==> config.mk <==
export PLATFORM = sky130hd
export DESIGN_NAME = fpu_addsub_seq
export DESIGN_NICKNAME = d
export VERILOG_FILES = /design/src/rtl/fpu_addsub_seq.sv
export SDC_FILE = /design/constraint.sdc
export NUM_CORES = 1
export LEC_CHECK = 0
export BUFFER_PORTS_ARGS = -buffer_cell sky130_fd_sc_hd__buf_4
export CORE_MARGIN = 1.5
export CORE_UTILIZATION = 48
export CTS_CLUSTER_SIZE = 20
export DETAILED_ROUTE_END_ITERATION = 10
export GPL_ROUTABILITY_DRIVEN = 1
export GPL_TIMING_DRIVEN = 1
export PLACE_DENSITY = 0.65
export SLEW_MARGIN = 20
export SYNTH_ARGS = -nofsm -noshare
export SYNTH_HDL_FRONTEND = slang
export SYNTH_SLANG_ARGS = --single-unit
==> constraint.sdc <==
create_clock -name clk -period 35.2 [get_ports clk]
set_clock_uncertainty 0.05 [all_clocks]
set_input_delay 3.52 -clock clk [delete_from_list [all_inputs] [get_ports clk]]
set_output_delay 3.52 -clock clk [all_outputs]
set_load 0.01 [all_outputs]
==> src/rtl/fpu_addsub_seq.sv <==
// Multi-cycle float add/subtract: IDLE -> ALIGN -> ADD -> NORM -> DONE, result held until consumed.
// Define FPU_ROUND_RNE_EN for round-to-nearest-even; otherwise results truncate toward zero.
module fpu_addsub_seq #(
    parameter int EXP_W = 8,
    parameter int MAN_W = 23,
    localparam int W = 1 + EXP_W + MAN_W
) (
    input  logic         clk,
    input  logic         rst,
    input  logic         in_valid,
    output logic         in_ready,
    input  logic         operation,
    input  logic [W-1:0] operA,
    input  logic [W-1:0] operB,
    output logic         out_valid,
    input  logic         out_ready,
    output logic [W-1:0] result
);
    localparam int EXT_W  = MAN_W + 4;   // hidden bit + mantissa + guard/round/sticky
    localparam int SUM_W  = EXT_W + 1;   // plus one carry bit
    localparam int SH_LIM = MAN_W + 3;
    localparam int LZC_W  = $clog2(EXT_W + 1);
    localparam logic [W-1:0] QNAN = {1'b0, {EXP_W{1'b1}}, 1'b1, {(MAN_W-1){1'b0}}};

    typedef enum logic [2:0] {IDLE, ALIGN, ADD, NORM, DONE} state_t;

    state_t           state_reg;
    logic [W-1:0]     a_reg, b_reg;
    logic             op_reg;
    logic             sign_l_reg, eff_sub_reg, special_reg;
    logic [EXP_W-1:0] exp_l_reg;
    logic [EXT_W-1:0] sig_l_reg, sig_s_reg;
    logic [W-1:0]     special_val_reg;
    logic [SUM_W-1:0] sum_reg;

    // ---------------- alignment (operates on captured operands) ----------------
    logic [EXP_W-1:0]        ea, eb, el, es, diff;
    logic [MAN_W-1:0]        ma, mb;
    logic                    sa, sb_eff, a_max, b_max, a_nan, b_nan, a_inf, b_inf;
    logic                    swap, sign_l_next, spec_nan, spec_next;
    logic [EXP_W+MAN_W-1:0]  mag_a, mag_b;
    logic [MAN_W:0]          sig_a, sig_b, sig_s;
    logic [EXT_W-1:0]        sig_l_next, sig_s_next;
    logic [EXT_W+SH_LIM-1:0] wide_s;
    logic [W-1:0]            spec_val_next;

    always_comb begin
        ea     = a_reg[W-2 -: EXP_W];
        eb     = b_reg[W-2 -: EXP_W];
        ma     = a_reg[MAN_W-1:0];
        mb     = b_reg[MAN_W-1:0];
        sa     = a_reg[W-1];
        sb_eff = b_reg[W-1] ^ op_reg;   // subtraction is addition of the negated B
        a_max  = &ea;
        b_max  = &eb;
        a_nan  = a_max & (|ma);
        b_nan  = b_max & (|mb);
        a_inf  = a_max & ~(|ma);
        b_inf  = b_max & ~(|mb);

        // Zero exponent flushes the operand to zero, denormals included
        sig_a = (ea == '0) ? '0 : {1'b1, ma};
        sig_b = (eb == '0) ? '0 : {1'b1, mb};
        mag_a = (ea == '0) ? '0 : {ea, ma};
        mag_b = (eb == '0) ? '0 : {eb, mb};
        swap  = mag_b > mag_a;

        el          = swap ? eb : ea;
        es          = swap ? ea : eb;
        diff        = el - es;
        sign_l_next = swap ? sb_eff : sa;
        sig_l_next  = {(swap ? sig_b : sig_a), 3'b000};
        sig_s       = swap ? sig_a : sig_b;
        wide_s      = {sig_s, 3'b000, {SH_LIM{1'b0}}} >> diff;
        if (int'(diff) >= SH_LIM) begin
            sig_s_next = {{(EXT_W-1){1'b0}}, |sig_s};
        end else begin
            sig_s_next = {wide_s[EXT_W+SH_LIM-1:SH_LIM+1],
                          wide_s[SH_LIM] | (|wide_s[SH_LIM-1:0])};
        end

        spec_nan  = a_nan | b_nan | (a_inf & b_inf & (sa ^ sb_eff));
        spec_next = a_max | b_max;
        if (spec_nan) begin
            spec_val_next = QNAN;
        end else if (a_inf) begin
            spec_val_next = {sa, {EXP_W{1'b1}}, {MAN_W{1'b0}}};
        end else begin
            spec_val_next = {sb_eff, {EXP_W{1'b1}}, {MAN_W{1'b0}}};
        end
    end

    // ---------------- normalisation and rounding ----------------
    logic                   carry, sum_zero, found, underflow, overflow, round_up, zero_sign;
    logic [LZC_W-1:0]       lzc, lzc_eff;
    logic [EXT_W-1:0]       norm;
    logic [EXP_W+1:0]       exp_n, exp_r;
    logic [MAN_W:0]         mant_r;
    logic [W-1:0]           norm_val;
    logic                   grs_unused;

    always_comb begin
        lzc   = '0;
        found = 1'b0;
        for (int i = EXT_W - 1; i >= 0; i--) begin
            if (!found) begin
                if (sum_reg[i]) found = 1'b1;
                else            lzc   = lzc + 1'b1;
            end
        end

        carry    = sum_reg[SUM_W-1];
        sum_zero = (sum_reg == '0);
        lzc_eff  = carry ? '0 : lzc;
        norm     = carry ? {sum_reg[SUM_W-1:2], |sum_reg[1:0]}
                         : (sum_reg[EXT_W-1:0] << lzc);
        // Two spare exponent bits: the top one flags a negative (underflowed) exponent
        exp_n     = {2'b00, exp_l_reg} + {{(EXP_W+1){1'b0}}, carry} - (EXP_W+2)'(lzc_eff);
        underflow = exp_n[EXP_W+1] | (exp_n == '0);
`ifdef FPU_ROUND_RNE_EN
        round_up = norm[2] & (norm[1] | norm[0] | norm[3]);
`else
        round_up = 1'b0;
`endif
        mant_r    = {1'b0, norm[EXT_W-2:3]} + {{MAN_W{1'b0}}, round_up};
        exp_r     = exp_n + {{(EXP_W+1){1'b0}}, mant_r[MAN_W]};
        overflow  = exp_r >= {2'b00, {EXP_W{1'b1}}};
        zero_sign = sign_l_reg & ~eff_sub_reg;   // only (-0)+(-0) keeps a negative zero

        if (special_reg) begin
            norm_val = special_val_reg;
        end else if (sum_zero) begin
            norm_val = {zero_sign, {(W-1){1'b0}}};
        end else if (underflow) begin
            norm_val = {sign_l_reg, {(W-1){1'b0}}};
        end else if (overflow) begin
            norm_val = {sign_l_reg, {EXP_W{1'b1}}, {MAN_W{1'b0}}};
        end else begin
            norm_val = {sign_l_reg, exp_r[EXP_W-1:0], mant_r[MAN_W-1:0]};
        end
    end

    assign grs_unused = ^{norm[EXT_W-1], norm[2:0]};

    // ---------------- control and datapath registers ----------------
    always_ff @(posedge clk) begin
        if (rst) begin
            state_reg       <= IDLE;
            in_ready        <= 1'b1;
            out_valid       <= 1'b0;
            result          <= '0;
            a_reg           <= '0;
            b_reg           <= '0;
            op_reg          <= 1'b0;
            sign_l_reg      <= 1'b0;
            eff_sub_reg     <= 1'b0;
            special_reg     <= 1'b0;
            exp_l_reg       <= '0;
            sig_l_reg       <= '0;
            sig_s_reg       <= '0;
            special_val_reg <= '0;
            sum_reg         <= '0;
        end else begin
            case (state_reg)
                IDLE: begin
                    if (in_valid) begin
                        a_reg     <= operA;
                        b_reg     <= operB;
                        op_reg    <= operation;
                        in_ready  <= 1'b0;
                        state_reg <= ALIGN;
                    end
                end
                ALIGN: begin
                    sign_l_reg      <= sign_l_next;
                    eff_sub_reg     <= sa ^ sb_eff;
                    exp_l_reg       <= el;
                    sig_l_reg       <= sig_l_next;
                    sig_s_reg       <= sig_s_next;
                    special_reg     <= spec_next;
                    special_val_reg <= spec_val_next;
                    state_reg       <= ADD;
                end
                ADD: begin
                    // Larger magnitude is first, so the difference never goes negative
                    sum_reg   <= eff_sub_reg ? ({1'b0, sig_l_reg} - {1'b0, sig_s_reg})
                                             : ({1'b0, sig_l_reg} + {1'b0, sig_s_reg});
                    state_reg <= NORM;
                end
                NORM: begin
                    result    <= norm_val;
                    out_valid <= 1'b1;
                    state_reg <= DONE;
                end
                DONE: begin
                    if (out_ready) begin
                        out_valid <= 1'b0;
                        in_ready  <= 1'b1;
                        state_reg <= IDLE;
                    end
                end
                default: begin
                    out_valid <= 1'b0;
                    in_ready  <= 1'b1;
                    state_reg <= IDLE;
                end
            endcase
        end
    end
endmodule

== Yosys cells after proc, flatten, opt, wreduce, memory -nomap -nowiden ==
Index checks and enable logic that the tools add are counted.
Word-level totals
  flip-flop bits (word level): 224
  bits in latches: 0
  bits in writable memories: 0
  memory bits (read-only): 0
  bits of input ports: 69
  output and inout port bits: 34
  word-level logic and storage cells: 225
  memories kept: 0
Operators by class
  add/sub/neg operators: 31
  $mul: 0
  divide/modulo/power cells: 0
  magnitude comparators: 3
  equality and inequality tests: 6
  shift operators: 2
  muxes and demuxes: 131
  bitwise gates (word level): 19
  reductions and logical operators: 18
Operators by type and width (count)
  5-bit 2-to-1 mux: 53
  5-bit by 1-bit adder with 5-bit output, second input constant: 26
  32-bit 2-to-1 mux: 4
  31-bit 2-to-1 mux: 4
  24-bit 2-to-1 mux: 4
  1-bit 2-to-1 mux: 56
  53-bit by 8-bit >> shifter with 53-bit output: 1
  23-bit OR reduction: 2
  31-bit greater-than comparator: 1
  27-bit by 27-bit adder with 28-bit output: 1
  28-bit logical NOT: 1
  28-bit 2-to-1 mux: 1
  27-bit by 27-bit subtractor with 28-bit output: 1
  27-bit 2-to-1 mux: 1
  27-bit by 5-bit left shift with 26-bit output: 1
  26-bit 2-to-1 mux: 1
  26-bit OR reduction: 1
  24-bit OR reduction: 1
  8-bit logical NOT: 2
  8-bit 2-to-1 mux: 2
  8-bit AND reduction: 2
  3-bit case mux with 5 select lines: 1
  10-bit by 8-bit >= comparator with 1-bit output, second input constant: 1
  10-bit logical NOT: 1
  other kinds (19): 41

== Depth between registers and ports, before layout ==
  depth in word-level cells: 86
  depth in mapped cells: 83
  mapped depth without buffers: 78

== Least setup slack after synthesis ==
No wires, ideal clock.
  kind: register -> register
  start point: register sum_reg[24]
  end point: register result[10]
  library setup time: 0.065 ns
  arrival: 13.965 ns
  required time: 35.085 ns
  path slack: 21.120 ns
  stages on the path, launching flop included: 79
  path buffers: 6
  period minus slack after synthesis: 14.080 ns
  cells stage by stage: dfxtp_1 buf_2 or4_1 buf_2 and2_1 ha_1 o21ai_0 mux2_2 ha_1 mux2i_1 o21ai_0 o21ai_0 nand2_1 ha_1 nor2b_1 o31ai_1 o211a_1 a21oi_1 [43 not listed] ha_1 ha_1 a21o_1 a21oi_1 o21bai_1 a21oi_1 o21bai_1 a21oi_1 and2_1 or3_1 a31oi_1 inv_1 nor2_1 nand2_1 a21oi_2 buf_2 a22oi_1 nor2_1
On the way
  longest elaborated chain between the ends: 81
  elaborated cells between the ends (all ways): 111
  classes of those cells: add/sub (25); order compare (1); shift (1); mux (81); bitwise (1); reduce/logical (2)
RTL lines
  start: declaration: line 34  | logic [SUM_W-1:0] sum_reg;
  start signal: assignment: line 186  | sum_reg <= eff_sub_reg ? ({1'b0, sig_l_reg} - {1'b0, sig_s_reg})
  5-bit 2-to-1 mux: line 107  | if (sum_reg[i]) found = 1'b1;
  5-bit 2-to-1 mux: line 106  | if (!found) begin
  5-bit by 1-bit adder with 5-bit output: line 108  | else lzc = lzc + 1'b1;
  5-bit 2-to-1 mux: line 107
  5-bit 2-to-1 mux: line 106
  5-bit by 1-bit adder with 5-bit output: line 108
  5-bit 2-to-1 mux: line 107
  5-bit 2-to-1 mux: line 106
  [65 not listed]
  5-bit 2-to-1 mux: line 106
  5-bit 2-to-1 mux: line 114  | lzc_eff = carry ? '0 : lzc;
  9-bit by 5-bit subtractor with 10-bit output: line 118  | exp_n = {2'b00, exp_l_reg} + {{(EXP_W+1){1'b0}}, carry} - (EXP_W+2)'(lzc_eff);
  10-bit by 8-bit >= comparator with 1-bit output / 10-bit logical NOT (equally long branches): line 127, 119
  31-bit 2-to-1 mux / 1-bit OR (equally long branches): line 136, 119
  31-bit 2-to-1 mux: line 134  | end else if (underflow) begin
  32-bit 2-to-1 mux *: line 132  | end else if (sum_zero) begin
  32-bit 2-to-1 mux *: line 130  | if (special_reg) begin
  end signal: assignment: line 191  | result <= norm_val;
  end: declaration: line 17  | output logic [W-1:0] result
Mark *: on every way between the ends. The rest lies on a longest branch, timed or not.
A chain may end at the register's enable or synchronous reset.

== Worst setup path in the final report ==
  start point: register sum_reg[25]
  end point: register result[19]
On the way
  longest elaborated chain between the ends: 84
  elaborated cells between the ends (all ways): 115
  classes of those cells: add/sub (26); order compare (1); shift (1); mux (84); bitwise (1); reduce/logical (2)
RTL lines (line)
  5-bit 2-to-1 mux: 107
  5-bit 2-to-1 mux: 106
  5-bit by 1-bit adder with 5-bit output: 108
  5-bit 2-to-1 mux: 107
  5-bit 2-to-1 mux: 106
  5-bit by 1-bit adder with 5-bit output: 108
  5-bit 2-to-1 mux: 107
  5-bit 2-to-1 mux: 106
  [68 not listed]
  5-bit 2-to-1 mux: 106
  5-bit 2-to-1 mux: 114
  9-bit by 5-bit subtractor with 10-bit output: 118
  10-bit by 8-bit >= comparator with 1-bit output / 10-bit logical NOT (equally long branches): 127, 119
  31-bit 2-to-1 mux / 1-bit OR (equally long branches): 136, 119
  31-bit 2-to-1 mux: 134
  32-bit 2-to-1 mux *: 132
  32-bit 2-to-1 mux *: 130
Marked as above.

==> impl_metrics.json <==
{
  "period_minus_slack_ns": 16.10,
  "whs_path_depth": 2,
  "cts_num_sinks": 195,
  "cts_buffers": 17,
  "grt_util_met2_pct": 48.9,
  "start_util_pct": 49.1,
  "synth-edff-count": 0,
  "initialDrtViolationCount": 1367,
  "multiInputGateArea_um2": 12700,
  "syn_to_final_growth_pct": 8.70,
  "clk_latency_ns": 0.47,
  "yosysWarnings": 0,
  "reg2regPathDepth": 76,
  "die_h_um": 194,
  "yosys_most_used_dff": "dfxtp_1",
  "crit_family": "compound AO/OA/AOI/OAI gates",
  "viasPerCell": 5.95,
  "fill_cells": 3587,
  "reg2reg_slack_ns": 19.10,
  "layout-drive-gt1-share_pct": 8.76,
  "cts_hold_buf": 0,
  "hp-start": "result[13]$_SDFFE_PP0P_",
  "antenna_found_initial": 0,
  "num_vias": 17500,
  "dr.pass1.iters": 5,
  "row_count": 69,
  "hold-path-endpoint": "result[13]$_SDFFE_PP0P_",
  "drc_errors": 0,
  "nNetsFinal": 2651,
  "r2r-start": "sum_reg[25]$_SDFFE_PP0P_",
  "endpoint_kind": "flop",
  "crit_top_cell": "ha_1",
  "hp-class": "flop to flop",
  "cp_slowest_cell": "xor2_2",
  "post-dp-hpwl_um": 40900,
  "grt_pass1_vias": 16500,
  "die_area_um2": 37800,
  "cts.clk_slew.worst_paths_ns": 0.08,
  "root_buffer": "clkbuf_16",
  "worstMarginPinSlew_ns": 1.00,
  "post-route-period-util_pct": 45.7,
  "cts_max_path_buffers": 2,
  "synth_nets": 2682,
  "grt_busiest_layer": "met2",
  "use_met3_pct": 3.05,
  "yosysTopAreaCellShare_pct": 22.2,
  "worstReg2RegEnd": "result[19]$_SDFFE_PP0P_",
  "worstSetupPathType": "flop to flop",
  "cp_max_fo": 13,
  "grtUsageMet1_pct": 36.9,
  "max_stage_delay_ns": 0.65,
  "postRouteAntennaNets": 0,
  "relSlewSlack_pct": 32.4,
  "run_status": "completed",
  "fp.dieW_um": 194,
  "synth_cells": 2494,
  "avgRoutedWirePerCell_um": 18.4,
  "setup_viol": 0,
  "core_um2": 35800,
  "synth_seq_cells": 195,
  "synth_area_um2": 17600,
  "tns_ns": 0,
  "grt_max_degree": 119,
  "post-cts-setup-buffers": 0,
  "cp.required_ns": 35.55,
  "grt_pass1_wl_um": 87700,
  "maxCapViolCount": 0,
  "async_flop_share_pct": 0,
  "cts_resized": 0,
  "worstPathArrival_ns": 16.45,
  "h-tree-depth": 4,
  "path_buf_inv": 3,
  "grt_usage_pct": 28.5,
  "start_kind": "flop",
  "port-buffer-count": 102,
  "fmax_mhz": 62.1,
  "seqCellArea_um2": 3900,
  "cts_tree": "done",
  "synth_area_leaders": "dfxtp_1 22%, nand2_1 9.2%, ha_1 8.3%, mux2i_1 7.6%, a21oi_1 7.5%",
  "ys_seq_area_share_pct": 22.2,
  "ioPinCount": 103,
  "gp_congestion": 0.993,
  "yosys.area.top_type": "dfxtp_1",
  "synth_cell_types": 93,
  "hold_viol": 0,
  "rsz0062_at_grt": "false",
  "routed_wl_um": 54200,
  "grt_remaining_overflow": 0,
  "syn_area_per_cell_um2": 7.05,
  "diodes": 0,
  "slew_violations": 0
}
==> cells by family (layout without fill, tap and decap cells) <==
family          after synthesis  in the layout  synth area share (%)
compound gates              656            656                  23.3
xor+xnor                     86             86                  4.98
fa+ha+maj                   123            123                  8.78
buf+inv                     281            263                  6.18
flops                       195            195                  22.2
mux                         153            153                  8.98
simple gates               1000           1000                  25.6
==> layout make-up <==
class | count | area share [%]
sequential | 195 | 20.4
timing repair buffer | 127 | 5.01
inverter | 104 | 2.04
tap | 461 | 3.02
clock inverter | 14 | 0.916
clock buffer | 18 | 2.30
multi-input combinational | 2018 | 66.3
==> synthesized netlist by cell type, types with 18 or more instances <==
| cell | count |
|---|---|
| and2_1 | 37 |
| o31ai_1 | 18 |
| buf_1 | 18 |
| inv_1 | 102 |
| a31oi_1 | 19 |
| a211oi_1 | 67 |
| nor3_1 | 80 |
| xnor2_1 | 49 |
| mux2i_1 | 133 |
| nand2_1 | 429 |
| nor2b_1 | 22 |
| a311oi_1 | 20 |
| nand2b_1 | 31 |
| ha_1 | 117 |
| nor4_1 | 30 |
| o21bai_1 | 18 |
| dfxtp_1 | 195 |
| a22oi_1 | 21 |
| xor2_1 | 27 |
| clkbuf_1 | 145 |
| a21oi_1 | 263 |
| nand3_1 | 21 |
| nor2_1 | 262 |
| o21ai_0 | 99 |
==> how the worst max path moves through the flow <==
stage | startpoint | to | slack (ns) | cells after the start
6_report | sum_reg[25]$_SDFFE_PP0P_ | result[19]$_SDFFE_PP0P_ | 19.10 | 76
4_1_cts | sum_reg[25]$_SDFFE_PP0P_ | result[15]$_SDFFE_PP0P_ | 19.26 | 76
3_3_place_gp | sum_reg[23]$_SDFFE_PP0P_ | result[19]$_SDFFE_PP0P_ | 20.00 | 74
5_1_grt | sum_reg[25]$_SDFFE_PP0P_ | result[19]$_SDFFE_PP0P_ | 17.77 | 76
2_1_floorplan | sum_reg[24]$_SDFFE_PP0P_ | result[10]$_SDFFE_PP0P_ | 21.12 | 78
3_5_place_dp | sum_reg[25]$_SDFFE_PP0P_ | result[15]$_SDFFE_PP0P_ | 19.29 | 76
==> through the flow <==
stage	setup WS, ns	instance area (µm²)	util (%)	instances	hold slack [ns]
final	19.10	19100	53.4	2937	0.399
after global routing	17.77	19100	53.4	2937	0.440
after CTS	19.26	19100	53.4	2937	0.403
after detailed placement	19.29	18500	51.6	2905	0.392
after global placement	20.00	18500	51.6	2905	0.388
after floorplan	21.12	17600	-	2494	0.390
==> metal layers <==
| metal | share of wire, % | vias up |
|---|---|---|
| met4 | 3.3 | 0 |
| met3 | 4.3 | 106 |
| li1 | - | 8718 |
| met1 | 45 | 8118 |
| met2 | 47 | 542 |
| met5 | 0 | - |
==> worst reg2reg max path, delay by kind of cell, from the launching register on <==
kind | cells | cell delay [ns]
mux | 8 | 1.27
xor+xnor | 1 | 0.65
fa+ha+maj | 15 | 4.68
simple gates | 19 | 3.14
buf+inv | 3 | 0.26
flops | 1 | 0.50
compound gates | 30 | 5.50
==> cells in the final DEF (no fill, tap or decap), types with 20 or more instances in the layout <==
master    netlist  layout
inv_1         102     102
nor2b_1        22      22
xor2_1         27      27
nand2b_1       31      31
a21oi_1       263     263
mux2i_1       133     132
nand2_1       429     428
nor2_1        262     260
a211oi_1       67      67
buf_4           1     126
xnor2_1        49      46
and2_1         37      37
o21ai_0        99      99
a22oi_1        21      21
dfxtp_1       195     195
nand3_1        21      21
nor4_1         30      30
a311oi_1       20      20
ha_1          117     117
nor3_1         80      80
Power is left out: the tool's default activity adds up to more than one toggle a clock period on the data nets, which glitch-free logic cannot reach.
